## config.mk

```make
export PLATFORM = sky130hd
export DESIGN_NAME = division_seq_flat
export DESIGN_NICKNAME = d
export VERILOG_FILES = /design/src/rtl/division_seq_pkg.sv /design/src/rtl/division_seq_if.sv /design/src/rtl/division_seq.sv /design/src/flat_wrapper.sv
export SDC_FILE = /design/constraint.sdc
export NUM_CORES = 1
export LEC_CHECK = 0
export ABC_AREA = 1
export BUFFER_PORTS_ARGS = -buffer_cell sky130_fd_sc_hd__buf_4
export CAP_MARGIN = 20
export CORE_MARGIN = 3
export CORE_UTILIZATION = 62
export CTS_BUF_LIST = sky130_fd_sc_hd__clkbuf_4
export CTS_CLUSTER_DIAMETER = 80
export DETAILED_ROUTE_END_ITERATION = 10
export PLACE_DENSITY = 0.9
export RECOVER_POWER = 25
export SETUP_SLACK_MARGIN = 0.02
export SYNTH_ARGS = -nofsm -noshare
export SYNTH_HDL_FRONTEND = slang
export SYNTH_SLANG_ARGS = --single-unit
```

## constraint.sdc

```tcl
create_clock -name clock -period 19.1 [get_ports clock]
set_input_delay 1.91 -clock clock [delete_from_list [all_inputs] [get_ports clock]]
set_output_delay 1.91 -clock clock [all_outputs]
set_load 0.03 [all_outputs]
```

## src/rtl/division_seq_pkg.sv

```systemverilog
// Shared definitions for the sequential divider and the ALU/control logic that sequences DIV.
package division_seq_pkg;

  localparam int DIV_WIDTH = 32;
  localparam int DIV_CNT_W = $clog2(DIV_WIDTH);

  // DIV function code, shared by the ALU decoder and the control unit's counted wait
  localparam logic [5:0] ALU_OP_DIV = 6'b011010;

  typedef enum logic [1:0] {
    IDLE = 2'd0,
    CALC = 2'd1,
    FIX  = 2'd2
  } state_t;

endpackage

```

## src/rtl/division_seq_if.sv

```systemverilog
// Start/done handshake and operand/result bus between the ALU (master) and the divider (slave).
interface division_seq_if #(
  parameter int WIDTH = division_seq_pkg::DIV_WIDTH
);

  logic                    start;
  logic signed [WIDTH-1:0] dividend;
  logic signed [WIDTH-1:0] divisor;
  logic                    busy;
  logic                    done;
  logic signed [WIDTH-1:0] quotient;
  logic signed [WIDTH-1:0] remainder;
  logic                    div_by_zero;

  modport master (
    output start, dividend, divisor,
    input  busy, done, quotient, remainder, div_by_zero
  );

  modport slave (
    input  start, dividend, divisor,
    output busy, done, quotient, remainder, div_by_zero
  );

endinterface

```

## src/rtl/division_seq.sv

```systemverilog
// Restoring radix-2 signed divider: one quotient bit per clock, fixed WIDTH+1 cycle latency.
module division_seq
  import division_seq_pkg::*;
#(
  parameter int WIDTH = DIV_WIDTH
) (
  input  logic          clock,
  input  logic          clear,
  division_seq_if.slave bus
);

  localparam int CNT_W = (WIDTH > 1) ? $clog2(WIDTH) : 1;

  state_t state;
  state_t state_next;

  // rem is always below the divisor magnitude, so WIDTH bits hold it; the step widens to WIDTH+1
  logic [WIDTH-1:0]        rem;
  logic [WIDTH-1:0]        quo;
  logic [WIDTH-1:0]        dvs;
  logic signed [WIDTH-1:0] dvd_orig;
  logic                    sign_q;
  logic                    sign_r;
  logic                    zero_flag;
  logic [CNT_W-1:0]        count;

  logic [WIDTH-1:0]        quotient_r;
  logic [WIDTH-1:0]        remainder_r;
  logic                    done_r;
  logic                    dbz_r;

  logic [WIDTH:0]          shifted;
  logic [WIDTH:0]          trial;
  logic [WIDTH-1:0]        rem_step;
  logic [WIDTH-1:0]        quo_step;

  function automatic logic [WIDTH-1:0] mag(input logic [WIDTH-1:0] v);
    return v[WIDTH-1] ? -v : v;
  endfunction

  function automatic logic [WIDTH-1:0] apply_sign(input logic neg, input logic [WIDTH-1:0] v);
    return neg ? -v : v;
  endfunction

  always_ff @(posedge clock or posedge clear) begin
    if (clear) begin
      state <= IDLE;
    end else begin
      state <= state_next;
    end
  end

  always_comb begin
    state_next = state;
    case (state)
      IDLE:    if (bus.start) state_next = CALC;
      CALC:    if (count == '0) state_next = FIX;
      FIX:     state_next = IDLE;
      default: state_next = IDLE;
    endcase
  end

  always_comb begin
    shifted = {rem, quo[WIDTH-1]};
    trial   = shifted - {1'b0, dvs};
    if (trial[WIDTH]) begin
      rem_step = shifted[WIDTH-1:0];
      quo_step = {quo[WIDTH-2:0], 1'b0};
    end else begin
      rem_step = trial[WIDTH-1:0];
      quo_step = {quo[WIDTH-2:0], 1'b1};
    end
  end

  always_ff @(posedge clock or posedge clear) begin
    if (clear) begin
      rem         <= '0;
      quo         <= '0;
      dvs         <= '0;
      dvd_orig    <= '0;
      sign_q      <= 1'b0;
      sign_r      <= 1'b0;
      zero_flag   <= 1'b0;
      count       <= '0;
      quotient_r  <= '0;
      remainder_r <= '0;
      done_r      <= 1'b0;
      dbz_r       <= 1'b0;
    end else begin
      done_r <= 1'b0;
      case (state)
        IDLE: begin
          if (bus.start) begin
            quo       <= mag(bus.dividend);
            dvs       <= mag(bus.divisor);
            rem       <= '0;
            dvd_orig  <= bus.dividend;
            sign_q    <= bus.dividend[WIDTH-1] ^ bus.divisor[WIDTH-1];
            sign_r    <= bus.dividend[WIDTH-1];
            zero_flag <= (bus.divisor == '0);
            count     <= CNT_W'(WIDTH - 1);
          end
        end
        CALC: begin
          rem   <= rem_step;
          quo   <= quo_step;
          count <= count - CNT_W'(1);
        end
        FIX: begin
          done_r <= 1'b1;
          dbz_r  <= zero_flag;
          // A zero divisor reports all-ones and hands the original dividend back as remainder
          if (zero_flag) begin
            quotient_r  <= '1;
            remainder_r <= dvd_orig;
          end else begin
            quotient_r  <= apply_sign(sign_q, quo);
            remainder_r <= apply_sign(sign_r, rem);
          end
        end
        default: ;
      endcase
    end
  end

  assign bus.busy        = (state != IDLE);
  assign bus.done        = done_r;
  assign bus.quotient    = quotient_r;
  assign bus.remainder   = remainder_r;
  assign bus.div_by_zero = dbz_r;

endmodule

```

## src/flat_wrapper.sv

```systemverilog
// flat-port wrapper written by rule: the top's interface ports become plain ports
module division_seq_flat import division_seq_pkg::*;
#(
  parameter int WIDTH = DIV_WIDTH
)
  (clock, clear, bus_start, bus_dividend, bus_divisor, bus_busy, bus_done, bus_quotient, bus_remainder, bus_div_by_zero);
  division_seq_if #(.WIDTH(WIDTH)) bus_i ();
  input  logic clock;
  input  logic clear;
  input wire logic [$bits(bus_i.start)-1:0] bus_start;
  input wire logic [$bits(bus_i.dividend)-1:0] bus_dividend;
  input wire logic [$bits(bus_i.divisor)-1:0] bus_divisor;
  output wire logic [$bits(bus_i.busy)-1:0] bus_busy;
  output wire logic [$bits(bus_i.done)-1:0] bus_done;
  output wire logic [$bits(bus_i.quotient)-1:0] bus_quotient;
  output wire logic [$bits(bus_i.remainder)-1:0] bus_remainder;
  output wire logic [$bits(bus_i.div_by_zero)-1:0] bus_div_by_zero;
  assign bus_i.start = bus_start;
  assign bus_i.dividend = bus_dividend;
  assign bus_i.divisor = bus_divisor;
  assign bus_busy = bus_i.busy;
  assign bus_done = bus_i.done;
  assign bus_quotient = bus_i.quotient;
  assign bus_remainder = bus_i.remainder;
  assign bus_div_by_zero = bus_i.div_by_zero;
  division_seq #(.WIDTH(WIDTH)) u_core (.clock(clock), .clear(clear), .bus(bus_i));
endmodule
```

Word-level counts from Yosys, hierarchy flattened

Index checks and enable logic that the tools add are counted.

Flip-flop bits (word level): 204
Input port bits: 67
Output and inout bits: 67
Logic and storage cells: 50

Add/subtract/negate cells: 6
Equal/unequal tests: 4
Mux-type cells: 18
Bitwise gates (word level): 1
Reduce and logical (&&, ||, !) cells: 8

Operators by type and width:

| cell                  | count |
|---|---|
| $mux W32              | 9 |
| $neg A32 Y32          | 4 |
| $pmux W32 S2          | 2 |
| $sub A33 B32 Y33      | 1 |
| $logic_not A32 Y1     | 1 |
| $pmux W5 S2           | 1 |
| $reduce_and A2 Y1     | 3 |
| $logic_not A5 Y1      | 1 |
| $mux W5               | 1 |
| $sub A5 B1 Y5 const B | 1 |
| $mux W2               | 2 |
| $pmux W2 S2           | 1 |
| $reduce_bool A2 Y1    | 2 |
| $eq A2 B1 Y1 const B  | 1 |
| $eq A2 B2 Y1 const B  | 1 |
| $logic_not A2 Y1      | 1 |
| $mux W1               | 2 |
| $ne A2 B1 Y1 const B  | 1 |
| $ne A2 B2 Y1 const B  | 1 |
| $xor A1 B1 Y1         | 1 |

Logic depth before layout (Yosys ltp)

Depth after elaboration: 4
Gate-level depth with buffers: 18

Worst setup path after synthesis

OpenSTA, ideal clock, no wires.

Path kind: input-to-reg
From: in bus_dividend[1]
To: reg u_core.quo[26]
Setup time: 0.127 ns
Arrival: 3.178 ns
Path slack: 15.795 ns
Stages on the path: 12
Buffers on the path: 1
Path through: inv_1 ha_1 nand3_1 nor3_1 nand4_1 inv_1 nand3_1 nand2_1 buf_4 nand3_1 nand2_1 nand3_1

Cells in the longest elaborated chain, start to end: 4

RTL lines:

| item                   | line                | RTL |
|---|---|---|
| start: declaration     | flat_wrapper.sv:11  | `input wire logic [$bits(bus_i.dividend)-1:0] bus_dividend;` |
| $neg A32 Y32           | division_seq.sv:38  | `return v[WIDTH-1] ? -v : v;` |
| $mux W32               | division_seq.sv:38  |  |
| $mux W32               | division_seq.sv:93  | `if (bus.start) begin` |
| $pmux W32 S2           | division_seq.sv:91  | `case (state)` |
| end signal: assignment | division_seq.sv:94  | `quo <= mag(bus.dividend);` |
| end signal: assignment | division_seq.sv:106 | `quo <= quo_step;` |
| end: declaration       | division_seq.sv:19  | `logic [WIDTH-1:0] quo;` |

No other way between the ends. The select of a mux whose other input is x is not followed.
A chain may end at the register's enable or synchronous reset.

==> reports/metrics.cfg <==
[status]
status = finished with violations
violations = max-capacitance violations, max-slew violations

[cts]
hold_buffers = 0
clk_pin_slew_ns = 0.06
insertion_delay_ns = 0.69
clkSinkCount = 203
cts_buffer_depth = 3
numCtsBuffers = 54
cts_resized = 0
cts-root-buf = clkbuf_4
h-tree-depth = 2
post_cts_buffers = 0
cts_tree = done

[floorplanning]
fp.dieH_um = 157
die_x_um = 157
fp.dieArea_mm2 = 0.0246
start_util = 0.638
rows = 54
ioPinCount = 134
coreArea_mm2 = 0.0221

[route]
drtAntennaViolNets = 0
route.detailed.wl_per_inst_um = 16.9
drc_errors = 0
drtIter0Drc = 1661
drt_pre_antenna_iters = 6
via_count = 14700
vias_per_cell = 5.73
routed_wl_mm = 43.4

[power_and_ir_drop]
p_leak_nw = 8.30
power.density_mw_per_mm2 = 174
peakVddDrop_mv = 0.153

[synth]
syn-num-nets = 2225
synthesis.area_mm2 = 0.0141
synthTopCellsByCount = 644 x nand2_1, 312 x inv_1, 203 x dfrtp_1
yosysMostFrequentCell = nand2_1
yosysWarnings = 0
postSynthCellCount = 2119
synth_seq_cells = 203
synth_top_area_cell = dfrtp_1
synth.distinct_cells = 48
netlist.area_leader.share = 0.361
synth_ff_type = dfrtp_1
seq_area_frac_synth = 0.361
ys_async_sr_fraction = 1.00
synth_edf_count = 0
synth_area_leaders = dfrtp_1 36%, nand2_1 17%, inv_1 8.3%, nand3_1 6.1%, nor2_1 5.2%
synth.avg_cell_area_um2 = 6.65

[timing]
timing.final.crit_share = 0.309
max_slew_margin = -2.96
fmax_mhz = 169
setup_viol = 0
tightestPinTransition_ns = 5.91
tns_ns = 0
fin_crit_ns = 5.90
maxSlewViolCount = 298
hold_viol_final = 0
clock_skew_ns = 0.0493
fin_hold_ws_ns = 0.485
rsz0062_at_grt = false

[worst_hold_path]
worstHoldStart = u_core.bus.remainder[4]
hold_path.class = reg2reg
hold_depth = 2
hold_path_end = u_core.bus.remainder[4]

[placed_design]
post-place-cells = 2471
gp_congestion = 0.988
detailed_place_hpwl_mm = 32.6
numPortBuffers = 133

[worst_setup_path]
cp-end-kind = asynchronous set/reset pin
arrival_ns = 6.55
worstRegToRegCells = 6
critical-path-top-delay-family = buffers and inverters
worstPathRequired_ns = 19.75
ff2ff_setup_slack_ns = 14.42
critPathSlowestCell = clkinvlp_2
worst-path-buf-inv = 3
crit_path_max_fanout = 134
r2r_start = u_core.state[1]
path_class = in2async
cp_slowest_stage_delay_ns = 3.27
cp-start-kind = input pin
crit_path_start = clear
cp_cell_sequence = clkbuf_1 > clkinvlp_2 > buf_4
reg2reg_to = u_core.quo[2]

[finish]
drive_gt1_frac = 0.116
finalNetCount = 2354
fin_util = 0.718
stdcell_count = 2565
num-fill-cells = 1861
area_growth_pct = 12.7

[global_route]
antenna_found_initial = 1
grt_pass1_wl_mm = 69.4
grt_pass1_vias = 13700
track_usage = 0.348
grt_overflow = 0
grt_max_degree = 135

[job]
cap_violations = 4

==> cell usage in the layout, fill, tap and decap left out, types with 7 or more instances in the layout <==
master    Yosys  routed
dfrtp_1     203     203
nand2_1     644     642
buf_4         1     139
inv_1       312     311
a22oi_1      29      29
clkbuf_4      0      83
xnor2_1      17      17
o21ai_0     128     128
o22ai_1      17      17
nand4_1      28      28
xor2_1       53      53
a31oi_1      16      16
nand3_1     172     172
clkinv_1      3       8
nor2_1      197     195
nand3b_1     11      11
nor2_2        7       7
ha_1         38      38
a21oi_1      83      83
nand2_2      14      16
nor3_1       24      24
==> where the power goes <==
part	internal, W	switching, W	total [W]
Combinational	0.000555	0.00108	0.00163
Clock	0.000196	0.000185	0.000381
Sequential	0.000583	0.000165	0.000748
==> kinds of logic after synthesis <==
kind of cell / Yosys count / share of synthesized area
compound gates: 301 / 0.120
flops: 203 / 0.361
fa+ha+maj: 39 / 0.0352
buf+inv: 388 / 0.108
xor+xnor: 70 / 0.0435
simple gates: 1118 / 0.333
==> worst reg2reg max path, cell delays in order, from the launching register on <==
cell and delay [ns]:
dfrtp_1 0.43, nor2_4 0.11, clkbuf_1 2.30, nor2_4 0.69
buf_4 0.50, a22oi_1 0.27, o21ai_0 0.18
==> area by class of cell <==
| cell class | instances | area, um^2 | area share |
|---|---|---|---|
| timing repair buffer | 144 | 1070 | 0.0676 |
| tap | 280 | 350 | 0.0221 |
| antenna | 1 | 2.50 | 0.000158 |
| multi-input combinational | 1528 | 7510 | 0.473 |
| clock buffer | 83 | 623 | 0.0393 |
| sequential | 203 | 5080 | 0.320 |
| clock inverter | 9 | 43.8 | 0.00276 |
| inverter | 317 | 1190 | 0.0750 |
==> metrics by stage <==
| stage | area, um^2 | total power [W] | setup WS, ns |
|---|---|---|---|
| after global routing | 15900 | 0.00302 | 12.45 |
| final | 15900 | 0.00276 | 13.20 |
| after detailed placement | 15200 | 0.00234 | 14.56 |
| after global placement | 15200 | 0.00228 | 14.62 |
| after floorplan | 14100 | 0.00193 | 11.65 |
| after CTS | 15900 | 0.00273 | 15.27 |
==> per-layer routing <==
metal / track usage / part of all wire
met1: 0.517 / 0.43
met2: 0.535 / 0.45
met3: 0.0454 / 0.094
met4: 0.0980 / 0.027
met5: 0 / 0
==> how the worst max path moves through the flow <==
stage,to,slack (ns),cells after the start
after floorplan,u_core.bus.div_by_zero,11.65,1
after global placement,u_core.quo[29],14.62,10
after detailed placement,u_core.quo[29],14.56,10
after CTS,u_core.quo[29],15.27,10
after global routing,u_core.rem[20],12.45,3
final,u_core.dvd_orig[14],13.20,3
==> flip-flops by register name, indices dropped and copies added (netlist names) <==
name / cells
u_core.bus.quotient: 32
u_core.bus.remainder: 32
u_core.dvs: 32
u_core.quo: 32
u_core.rem: 32
u_core.dvd_orig: 31
u_core.count: 5
u_core.state: 2
u_core.bus.div_by_zero: 1
u_core.bus.done: 1
u_core.sign_q: 1
u_core.sign_r: 1
u_core.zero_flag: 1
Note: power is estimated with default switching activity, not from simulation.
